==> src/rtl/alu_share_arbiter.sv <==
// alu_share_arbiter: two requesters share one combinational ALU through a single issue register.
// Define ALU_SHARE_ARBITER_FIXED_PRIO_EN to make requester 0 always win ties instead of round robin.
module alu_share_arbiter (
  input  logic        clk_i,
  input  logic        reset_i,
  input  logic [1:0]  req_v_i,
  input  logic [63:0] req_op_i,
  input  logic [63:0] req_rs1_i,
  input  logic [63:0] req_rs2_i,
  output logic [1:0]  req_ready_o,
  output logic [1:0]  resp_v_o,
  output logic [63:0] resp_data_o,
  output logic [1:0]  resp_jump_o,
  input  logic [1:0]  resp_yumi_i,
  output logic [31:0] alu_op_o,
  output logic [31:0] alu_rs1_o,
  output logic [31:0] alu_rs2_o,
  input  logic [31:0] alu_result_i,
  input  logic        alu_jump_i
);
  typedef enum logic {IDLE, ISSUE} state_e;
  state_e state_q, state_d;
  logic [31:0] op_q, rs1_q, rs2_q;
  logic [31:0] data_q [2];
  logic [1:0] resp_v_q, jump_q, elig, wb;
  logic owner_q, gnt, acc;
`ifndef ALU_SHARE_ARBITER_FIXED_PRIO_EN
  logic last_q;
`endif
  // A requester may only issue if its response slot will have room when the op writes back.
  always_comb begin
    for (int r = 0; r < 2; r++)
      elig[r] = req_v_i[r] & (~resp_v_q[r] | resp_yumi_i[r]) & ~(state_q == ISSUE && owner_q == 1'(r));
`ifdef ALU_SHARE_ARBITER_FIXED_PRIO_EN
    gnt = ~elig[0];
`else
    gnt = &elig ? ~last_q : elig[1];
`endif
    acc = |elig & ~reset_i;
    req_ready_o = acc ? (gnt ? 2'b10 : 2'b01) : 2'b00;
    state_d = acc ? ISSUE : IDLE;
    wb = state_q == ISSUE ? (owner_q ? 2'b10 : 2'b01) : 2'b00;
    alu_op_o = state_q == ISSUE ? op_q : '0;
    alu_rs1_o = state_q == ISSUE ? rs1_q : '0;
    alu_rs2_o = state_q == ISSUE ? rs2_q : '0;
  end
  always_ff @(posedge clk_i or posedge reset_i) begin
    if (reset_i) begin
      state_q <= IDLE;
      op_q <= '0;
      rs1_q <= '0;
      rs2_q <= '0;
      owner_q <= 1'b0;
      resp_v_q <= '0;
      jump_q <= '0;
      data_q[0] <= '0;
      data_q[1] <= '0;
`ifndef ALU_SHARE_ARBITER_FIXED_PRIO_EN
      last_q <= 1'b1;
`endif
    end else begin
      state_q <= state_d;
      if (acc) begin
        op_q <= gnt ? req_op_i[63:32] : req_op_i[31:0];
        rs1_q <= gnt ? req_rs1_i[63:32] : req_rs1_i[31:0];
        rs2_q <= gnt ? req_rs2_i[63:32] : req_rs2_i[31:0];
        owner_q <= gnt;
`ifndef ALU_SHARE_ARBITER_FIXED_PRIO_EN
        last_q <= gnt;
`endif
      end
      resp_v_q <= wb | (resp_v_q & ~resp_yumi_i);
      for (int r = 0; r < 2; r++)
        if (wb[r]) begin
          data_q[r] <= alu_result_i;
          jump_q[r] <= alu_jump_i;
        end
    end
  end
  assign resp_v_o = resp_v_q;
  assign resp_jump_o = jump_q;
  assign resp_data_o = {data_q[1], data_q[0]};
endmodule

==> config.mk <==
export PLATFORM = sky130hd
export DESIGN_NAME = alu_share_arbiter
export DESIGN_NICKNAME = d
export VERILOG_FILES = /design/src/rtl/alu_share_arbiter.sv
export SDC_FILE = /design/constraint.sdc
export NUM_CORES = 1
export LEC_CHECK = 0
export ABC_AREA = 1
export CORE_AREA = 2 2 154 156
export DETAILED_ROUTE_END_ITERATION = 10
export DIE_AREA = 0 0 156 158
export DONT_BUFFER_PORTS = 1
export HOLD_SLACK_MARGIN = 0.06
export PLACE_DENSITY = 0.55
export SYNTH_ARGS = -nofsm -noshare
export SYNTH_HDL_FRONTEND = slang
export SYNTH_SLANG_ARGS = --single-unit
==> constraint.sdc <==
create_clock -name clk_i -period 12.8 [get_ports clk_i]
set_clock_uncertainty 0.1 [all_clocks]
set_input_delay 2.56 -clock clk_i [delete_from_list [all_inputs] [get_ports clk_i]]
set_output_delay 2.56 -clock clk_i [all_outputs]
set_load 0.02 [all_outputs]
==> Word-level counts from Yosys, hierarchy flattened <==
Cells that the tools add are included.
W data, S select, Z words.
{ "totals": {"regBits": 167, "inputBits": 231} }
{ "classes": {"n_mux": 12, "n_bitwise": 17, "n_reduce_logical": 4} }
{ "ops": {"columns": ["cell", "count"], "rows": [
  ["$mux W32", 6],
  ["$mux W2", 4],
  ["$not A1 Y1", 7],
  ["$and A1 B1 Y1", 5],
  ["$and A2 B2 Y2", 1],
  ["$logic_and A1 B1 Y1", 2],
  ["$mux W1", 2],
  ["$not A2 Y2", 1],
  ["$or A1 B1 Y1", 2],
  ["$or A2 B2 Y2", 1],
  ["$reduce_and A2 Y1", 1],
  ["$reduce_or A2 Y1", 1]
]} }

==> Logic depth before layout (Yosys ltp) <==
Gate-level depths: netlist of run 1.
{ "logic_depth": {"word_depth": 8, "mapped_depth": 9, "mapped_depth_nobuf": 8} }

==> Least setup slack after synthesis of run 1 <==
Ideal clock, no wire load.
{ "synth_timing": {"path_kind": "input to register", "start": "input port reset_i", "end": "register rs2_q[10]", "arrival_ns": 8.197, "path_slack_ns": 4.410, "path_stages": 4, "n_path_buf": 1, "cell_sequence": "inv_2 -> clkbuf_1 -> nand4_1 -> nand3_1"} }
{ "synth_via": {"elab_chain_len": 2} }
{ "synth_lines": {"columns": ["element", "line_no", "source"], "rows": [
  ["start: declaration", "5", "input logic reset_i,"],
  ["$not A1 Y1", "39", "acc = |elig & ~reset_i;"],
  ["$and A1 B1 Y1", "39", null],
  ["end signal: assignment", "66", "rs2_q <= gnt ? req_rs2_i[63:32] : req_rs2_i[31:0];"],
  ["end: declaration", "23", "logic [31:0] op_q, rs1_q, rs2_q;"]
]} }
Every way passes these cells.
A chain may end at the register's enable or synchronous reset.

==> Final worst setup path of run 1 <==
{ "layout_timing": {"start": "input port resp_yumi_i[0]", "end": "output port req_ready_o[1]"} }
{ "layout_via": {"elab_chain_len": 7, "word_cells_on_any_way": 9, "classes_between": "mux (3); bitwise (4); reduce/logical (2)"} }
{ "layout_lines": {"columns": ["element", "line_no", "source"], "rows": [
  ["start: declaration", "14", "input logic [1:0] resp_yumi_i,"],
  ["$or A1 B1 Y1 (*)", "33", "elig[r] = req_v_i[r] & (~resp_v_q[r] | resp_yumi_i[r]) & ~(state_q == ISSUE && owner_q == 1'(r));"],
  ["$and A1 B1 Y1 (*) (2 in a row)", "33", null],
  ["$reduce_and A2 Y1", "37", "gnt = &elig ? ~last_q : elig[1];"],
  ["$mux W1", "37", null],
  ["$mux W2", "40", "req_ready_o = acc ? (gnt ? 2'b10 : 2'b01) : 2'b00;"],
  ["$mux W2 (*)", "40", null],
  ["end: declaration", "10", "output logic [1:0] req_ready_o,"]
]} }
Mark *: on every way between the ends. The rest lies on a longest branch, timed or not.

==> results.py, run 1 <==
metrics = {
    "timing": {
        "slew_violations": 0,
        "finalSetupTns_ns": 0,
        "fin_crit_sh": 0.621,
        "fmax_mhz": 126,
        "hold_viol": 0,
        "slew_headroom": 0.203,
        "worstMarginPinSlew_ns": 1.20,
        "period_needed_ns": 7.95,
        "setup_viol": 0,
        "grt_setup_unrepaired": "no",
    },
    "place": {
        "dp.cells": 1232,
        "gp_congestion": 0.793,
        "place_hpwl_um": 16900,
        "place.port_buffers": 0,
    },
    "cts": {
        "tritoncts": "yes",
        "insertion_delay_ns": 0.42,
        "cts.path.max_buffers": 2,
        "cts_setup_buffers": 0,
        "ctsResizeCount": 0,
        "cts_sinks": 167,
        "cts_hold_buffers": 0,
        "root_buffer": "clkbuf_16",
        "htree_levels": 4,
        "clk_pin_slew_ns": 0.07,
        "cts_buffers": 17,
    },
    "worst_setup_path": {
        "cp_data_arrival_time_ns": 5.29,
        "critical-path-top-delay-family": "buffers and inverters",
        "critPathCaptureType": "output pin",
        "critPathMaxFanout": 97,
        "startpoint_type": "input port",
        "worst-path-buf-inv": 3,
        "critPathKind": "input port to output pin",
        "critPathMostFrequentCell": "buf_4",
        "cpPeakStageDelay_ns": 0.83,
        "path_cells": "inv_1 > nand2_1 > nand4_4 > buf_4 > nand2_4 > buf_4 > nor2_1",
        "cp_slowest_cell": "buf_4",
        "worstPathRequired_ns": 10.14,
    },
    "power_and_ir_drop": {
        "cellLeakagePower_uw": 0.00470,
        "power_uw": 1990,
        "p_per_area_mw_per_mm2": 228,
        "peakVddDrop_mv": 0.0748,
    },
    "floorplanning": {
        "die_area_mm2": 0.0246,
        "io_pins": 397,
        "die_h_um": 158,
        "num_rows": 56,
        "die_w_um": 156,
        "initial_core_util": 0.350,
        "coreArea_mm2": 0.0231,
    },
    "yosys": {
        "netlist_area_mm2": 0.00807,
        "syn_area_per_cell_um2": 7.92,
        "postSynthCellCount": 1018,
        "synth_cell_types": 19,
        "synth_warnings": 0,
        "synth_fp_nets": 1249,
        "ys_seq_area_frac": 0.518,
        "ys_ff_latch": 167,
    },
    "layout": {
        "final_common_cell": "nand2_1",
        "post_layout_nonfiller_instances": 1265,
        "drive_gt1_frac": 0.0544,
        "nFillCells": 2453,
        "mostFrequentLayoutCells": "nand2_1, nand3_1, dfrtp_1",
        "post-route-util": 0.380,
        "syn2layout_area_growth_pct": 8.59,
        "nets": 1192,
    },
    "hold_path": {
        "hp-class": "register to register",
    },
    "status": {
        "status": "complete, no violations",
    },
    "drt": {
        "first_pass_iters": 5,
        "dr_total_vias": 6876,
        "drc": 0,
        "drtIter0Drc": 505,
        "via_per_inst": 5.44,
        "drt-total-wl_um": 25500,
        "ant_nets": 0,
        "routedWlPerCell_um": 20.2,
    },
    "global_routing": {
        "grt_pass1_vias": 6710,
        "antenna_found_initial": 2,
        "grt_max_degree": 114,
        "grt_overflow": 0,
        "grtUsageTotal": 0.199,
        "grt_pass1_wl_um": 38400,
    },
    "run": {
        "drv_cap": 0,
    },
}
[cells in the mapped netlist]
cell / count / area, um2
nand2_1: 266 / 998
nand3_1: 193 / 966
dfrtp_1: 166 / 4150
inv_1: 133 / 499
nand4_1: 96 / 601
o21ai_0: 67 / 335
clkbuf_1: 38 / 143
buf_2: 29 / 145
buf_1: 9 / 33.8
buf_4: 7 / 52.6
inv_2: 3 / 11.3
buf_6: 2 / 22.5
nand2_2: 2 / 12.5
nor2_1: 2 / 7.51
a21oi_4: 1 / 16.3
dfstp_2: 1 / 26.3
nand2_4: 1 / 11.3
nand3_4: 1 / 17.5
nand4_2: 1 / 12.5
[layout make-up]
cell class | instances | area, um2 | area share
clock buffer | 17 | 425 | 0.0486
sequential | 167 | 4180 | 0.478
multi-input combinational | 630 | 3000 | 0.342
timing repair buffer | 9 | 67.6 | 0.00771
clock inverter | 15 | 198 | 0.0226
inverter | 136 | 519 | 0.0593
antenna | 1 | 2.50 | 0.000286
tap | 290 | 363 | 0.0414
[routing by layer]
layer,part of all wire,up-vias,track usage
li1,-,3218,-
met1,0.43,3279,0.262
met2,0.46,335,0.309
met3,0.090,42,0.0665
met4,0.022,2,0.0660
met5,0.00063,-,0
[where the power goes]
part / switching, uW / internal [uW]
combinational: 327 / 131
clock: 267 / 269
sequential: 269 / 731
[per-stage QoR]
step           worst slack (ns)  cell area (um2)  hold slack (ns)
6_report                   4.85             8760            0.392
5_1_grt                    4.68             8760            0.414
3_3_place_gp               4.89             8130            0.379
4_1_cts                    4.87             8760            0.396
3_5_place_dp               4.87             8130            0.381
2_1_floorplan              3.33             8070            0.354
[worst min-delay path: stages (launching register included)]
cell and delay, ns:
dfstp_2 0.39, nand2_1 0.06, nand2_1 0.05
[logic make-up after synthesis]
family,after synthesis,share of synthesized area
AND/OR/NAND/NOR,562,0.326
AO/OA/AOI/OAI,68,0.0436
flip-flops,167,0.518
buffers and inverters,221,0.112
[flip-flops by register name, summed over array words and instances (netlist names)]
| name | cells |
|---|---|
| resp_data_o | 64 |
| op_q | 32 |
| rs1_q | 32 |
| rs2_q | 32 |
| resp_jump_o | 2 |
| resp_v_o | 2 |
| last_q | 1 |
| owner_q | 1 |
| state_q | 1 |
[worst paths after layout]
check                                from              to  slack, ns  cells past startpoint
setup / recovery           resp_yumi_i[0]  req_ready_o[1]       4.85                      7
hold reg to reg                    last_q          last_q       0.39                      2
max in group asynchronous         reset_i       rs2_q[11]       9.23                      2
setup reg to reg                  state_q         owner_q       8.41                     10
min in group asynchronous         reset_i         owner_q       2.02                      1
hold / removal                     last_q          last_q       0.39                      2
No activity file was read; power rests on OpenSTA's default activity.
==> run 2, diff against run 1 <==
Clock period 12.8 ns to 8.2 ns, I/O delays scaled along.
==> run 2 against run 1 <==
  * Utilization down 0.060 points
  * Die area unchanged
  * Critical path depth down 2
  * Via count about the same
  * Critical endpoint is now req_ready_o[0]
  * Largest cell class unchanged
==> results.py, run 2 (same netlist as run 1, synthesis figures left out) <==
metrics = {
    "status": {
        "status": "complete, no violations",
    },
    "floorplanning": {
        "coreArea_mm2": 0.0231,
        "io_pins": 397,
        "initial_core_util": 0.350,
        "die_w_um": 156,
        "num_rows": 56,
        "die_h_um": 158,
        "die_area_mm2": 0.0246,
    },
    "drt": {
        "via_per_inst": 5.45,
        "top_layer": "met4",
        "drc": 0,
        "first_pass_iters": 6,
        "routedWlPerCell_um": 19.9,
        "drtIter0Drc": 559,
        "ant_nets": 0,
        "wirelength_met1_um": 10300,
        "wl_met3_um": 2420,
        "drt-total-wl_um": 25100,
        "met2_length_um": 11800,
        "dr_total_vias": 6879,
    },
    "timing": {
        "hold_viol": 0,
        "fin_crit_sh": 0.670,
        "grt_setup_unrepaired": "no",
        "slew_headroom": 0.211,
        "setup_slack_ns": 2.70,
        "slew_violations": 0,
        "worstMarginPinSlew_ns": 1.18,
        "setup_viol": 0,
        "finalSetupTns_ns": 0,
        "fmax_mhz": 182,
        "period_needed_ns": 5.50,
    },
    "worst_setup_path": {
        "r2r-end": "op_q[13]",
        "critPathKind": "register to output pin",
        "startpoint_type": "register",
        "critPathMaxFanout": 98,
        "rr_worst_depth": 7,
        "critPathCaptureType": "output pin",
        "rrSetupSlack_ns": 4.05,
        "worstPathRequired_ns": 6.46,
        "crit_start": "state_q",
        "cp_data_arrival_time_ns": 3.76,
        "cp-endpoint": "req_ready_o[0]",
        "r2r_start": "state_q",
    },
    "cts": {
        "cts_sinks": 167,
        "root_buffer": "clkbuf_16",
        "cts_setup_buffers": 0,
        "cts.path.max_buffers": 2,
        "cts_buffers": 17,
        "ctsResizeCount": 0,
        "insertion_delay_ns": 0.42,
        "htree_levels": 4,
        "clk_pin_slew_ns": 0.08,
        "cts_hold_buffers": 0,
        "tritoncts": "yes",
    },
    "global_routing": {
        "grtUsageTotal": 0.196,
        "grt_max_degree": 128,
        "grt_overflow": 0,
        "grt_pass1_wl_um": 37700,
        "grt_pass1_vias": 6585,
        "antenna_found_initial": 0,
    },
    "layout": {
        "nets": 1190,
        "post-route-util": 0.379,
        "syn2layout_area_growth_pct": 8.42,
        "drive_gt1_frac": 0.0525,
        "final_common_cell": "nand2_1",
        "num_antenna_cells": 0,
        "mostFrequentLayoutCells": "nand2_1, nand3_1, dfrtp_1",
        "largest_register_ffs": 64,
    },
    "power_and_ir_drop": {
        "p_per_area_mw_per_mm2": 356,
        "cellLeakagePower_uw": 0.00470,
        "peakVddDrop_mv": 0.156,
    },
    "place": {
        "place.port_buffers": 0,
        "dp_slack_ns": 3.02,
        "place_hpwl_um": 16300,
        "gp_congestion": 0.786,
    },
    "hold_path": {
        "hp-class": "register to register",
    },
    "run": {
        "drv_cap": 0,
    },
}
-- run 2: cell count changes in the layout (fill, tap and decap cells not counted), sizes merged --
cell / delta
buf: -2
clkinvlp: -1
diode: -1
inv: +1
-- run 2: layout make-up --
type	count	area [um2]
multi-input combinational	630	3000
timing repair buffer	7	52.6
tap	290	363
clock inverter	15	201
clock buffer	17	425
fill	2429	14300
sequential	167	4180
inverter	136	519
-- run 2: how the worst min path moves through the flow --
stage	slack, ns	end	depth (start not counted)	startpoint
2_1_floorplan	0.35	last_q	2	last_q
3_3_place_gp	0.38	op_q[14]	2	op_q[14]
3_5_place_dp	0.38	last_q	2	last_q
4_1_cts	0.39	last_q	2	last_q
5_1_grt	0.42	rs1_q[2]	2	rs1_q[2]
6_report	0.39	last_q	2	last_q
-- run 2: worst max-delay path: stages (launching register included) --
cell and delay [ns]:
dfrtp_4 1.14, nand2_2 0.89, nand3_4 0.41, nand2_1 0.13, nand2_4 0.45, nor2_1 0.26
-- run 2: metrics by stage --
| step | hold slack, ns | cells | instance area [um2] | power (uW) |
|---|---|---|---|---|
| after detailed placement | 0.380 | 1230 | 8120 | 2300 |
| after global routing | 0.417 | 1262 | 8740 | 3310 |
| after CTS | 0.392 | 1262 | 8740 | 3140 |
| final | 0.389 | 1262 | 8740 | 3110 |
| after floorplan | 0.354 | 1018 | 8070 | 2110 |
| after global placement | 0.379 | 1230 | 8120 | 2290 |
-- run 2: metal layers --
| metal | GRT usage | vias up |
|---|---|---|
| met5 | 0 | - |
| met4 | 0.0642 | 0 |
| met3 | 0.0649 | 32 |
| met2 | 0.313 | 364 |
| met1 | 0.250 | 3281 |
| li1 | - | 3202 |
-- run 2: where the power goes --
part           switching (uW)  internal, uW
clock network             415           421
logic                     498           204
registers                 433          1140
total                    1350          1770
==> run 3, diff against run 2 <==
Settings changed: ABC_AREA 1 to 0.
Clock period 8.2 ns to 4.8 ns, I/O delays scaled along.
==> run 3 against run 2 <==
  * Count of clock-buffer cells in the layout is the same
  * Total power grew 83%
  * Register-to-register slack lost 2.3 ns
  * Worst hold slack lost 0.18 ns
  * Sequential share of layout area grew 1.8 points
  * Cell count shrank 31%
  * Largest cell class unchanged
  * Clock power grew 67%
==> results.py, run 3 <==
metrics = {
    "layout": {
        "mostFrequentLayoutCells": "dfrtp_1, nor3b_1, a221o_1, and2_1, mux2_2",
        "syn2layout_area_growth_pct": 10.7,
        "post-route-util": 0.365,
        "drive_gt1_frac": 0.203,
        "final_common_cell": "dfrtp_1",
        "largest_register_ffs": 64,
        "nets": 799,
        "num_antenna_cells": 0,
    },
    "timing": {
        "slew_violations": 0,
        "slew_headroom": 0.195,
        "grt_setup_unrepaired": "no",
        "timing.hold.ws_ns": 0.209,
        "fin_crit_sh": 0.665,
        "period_needed_ns": 3.19,
        "fmax_mhz": 313,
        "setup_viol": 0,
        "hold_viol": 0,
        "worstMarginPinSlew_ns": 1.21,
    },
    "yosys": {
        "ys_ff_latch": 167,
        "ys_seq_area_frac": 0.550,
        "synth_warnings": 0,
        "synth_cell_types": 23,
        "synth_async_sr_flop_share": 1.00,
        "postSynthCellCount": 598,
        "synth_edf_count": 0,
        "netlist_area_mm2": 0.00760,
        "synth_fp_nets": 829,
        "syn_area_per_cell_um2": 12.7,
        "ys_top_cells_by_count": "dfrtp_1, a221o_1, and2_1, nor3b_1, mux2_2",
        "synth_ff_type": "dfrtp_1",
        "synth_top_cell_by_area": "dfrtp_1",
        "synth_most_common_cell": "dfrtp_1",
        "synth_area_leaders": "dfrtp_1, a221o_1, mux2_2, nor3b_1, and2_1",
        "synth_top_area_frac": 0.546,
    },
    "cts": {
        "clk_pin_slew_ns": 0.08,
        "cts_buffers": 17,
        "cts_sinks": 167,
        "ctsResizeCount": 0,
        "htree_levels": 4,
        "cts_setup_buffers": 0,
        "cts_hold_buffers": 0,
        "cts.path.max_buffers": 2,
        "root_buffer": "clkbuf_16",
        "insertion_delay_ns": 0.43,
        "tritoncts": "yes",
    },
    "worst_setup_path": {
        "worstPathRequired_ns": 3.74,
        "rr_worst_depth": 4,
        "r2r-end": "op_q[5]",
        "critPathKind": "register to output pin",
        "r2r_start": "owner_q",
        "startpoint_type": "register",
        "cp-endpoint": "req_ready_o[1]",
        "cp_data_arrival_time_ns": 2.13,
        "critPathMaxFanout": 35,
        "rrSetupSlack_ns": 1.70,
        "critPathCaptureType": "output pin",
        "crit_start": "owner_q",
    },
    "floorplanning": {
        "io_pins": 397,
        "coreArea_mm2": 0.0231,
        "die_h_um": 158,
        "die_w_um": 156,
        "initial_core_util": 0.330,
        "die_area_mm2": 0.0246,
        "num_rows": 56,
    },
    "place": {
        "gp_congestion": 0.747,
        "place.port_buffers": 0,
        "place_hpwl_um": 15200,
    },
    "drt": {
        "via_per_inst": 5.93,
        "drt-total-wl_um": 22000,
        "dr_total_vias": 5165,
        "routedWlPerCell_um": 25.2,
        "first_pass_iters": 4,
        "drtIter0Drc": 402,
        "drc": 0,
        "ant_nets": 0,
    },
    "global_routing": {
        "grt_pass1_vias": 5093,
        "grt_max_degree": 100,
        "antenna_found_initial": 0,
        "grtUsageTotal": 0.165,
        "grt_overflow": 0,
        "grt_pass1_wl_um": 30800,
    },
    "status": {
        "status": "complete, no violations",
    },
    "run": {
        "drv_cap": 0,
    },
    "hold_path": {
        "hp-class": "input port to async pin",
    },
    "power_and_ir_drop": {
        "cellLeakagePower_uw": 0.00341,
        "peakVddDrop_mv": 0.329,
        "p_per_area_mw_per_mm2": 676,
    },
}
-- run 3: changes by cell type after synthesis, moves of 67 or more --
cell | previous run | this run
o21ai_0 | 67 | 0
nand4_1 | 96 | 1
nand3_1 | 193 | 0
and2_1 | 0 | 96
a221o_1 | 0 | 96
inv_1 | 133 | 2
nor3b_1 | 0 | 96
nand2_1 | 266 | 4
-- run 3: how the worst min path moves through the flow --
stage	endpoint	slack [ns]	cells after the start
floorplan	rs1_q[0]	0.37	1
global placement	rs1_q[9]	0.39	1
detailed placement	op_q[4]	0.39	1
CTS	owner_q	0.19	1
global route	owner_q	0.20	1
finish	owner_q	0.21	1
-- run 3: cell type report --
| cell class | instances | area (um2) |
|---|---|---|
| fillers | 2236 | 14600 |
| flip-flops and latches | 167 | 4180 |
| multi-input cells | 370 | 3170 |
| clock buffers | 17 | 425 |
| well taps | 290 | 363 |
| clock inverters | 15 | 196 |
| repair buffers | 10 | 75.1 |
| inverters | 2 | 11.3 |
-- run 3: worst max-delay path: stages, from the launching register on --
cell,delay [ns]
dfrtp_1,0.42
nor2b_4,0.87
nor3_4,0.12
nor2_4,0.28
-- run 3: logic make-up (layout without fill, tap and decap cells) --
family          Yosys count  in the layout  synth area share
flops                   167            167             0.550
simple gates            205            205             0.185
buf+inv                  61             44            0.0383
mux                      66             66            0.0977
compound gates           99             99             0.129
-- run 3: stage by stage --
step | cell area, um2 | instances | setup WS (ns) | total power [uW] | setup TNS (ns)
6_report | 8420 | 871 | 1.61 | 5690 | 0
5_1_grt | 8420 | 871 | 1.45 | 5970 | 0
4_1_cts | 8420 | 871 | 1.54 | 5770 | 0
3_5_place_dp | 7800 | 839 | 1.55 | 4340 | 0
3_3_place_gp | 7800 | 839 | 1.67 | 4250 | 0
2_1_floorplan | 7640 | 598 | -0.787 | 3950 | -21.69
-- run 3: routing by layer --
metal	vias up	routed length [um]	global-route usage
met5	-	0	0
met4	0	551	0.0695
met3	32	1750	0.0539
met2	267	11100	0.272
met1	2697	8600	0.198
li1	2169	-	-
-- run 3: power breakdown --
group / internal, uW / switching [uW]
Clock: 716 / 687
Combinational: 670 / 801
Sequential: 2030 / 788
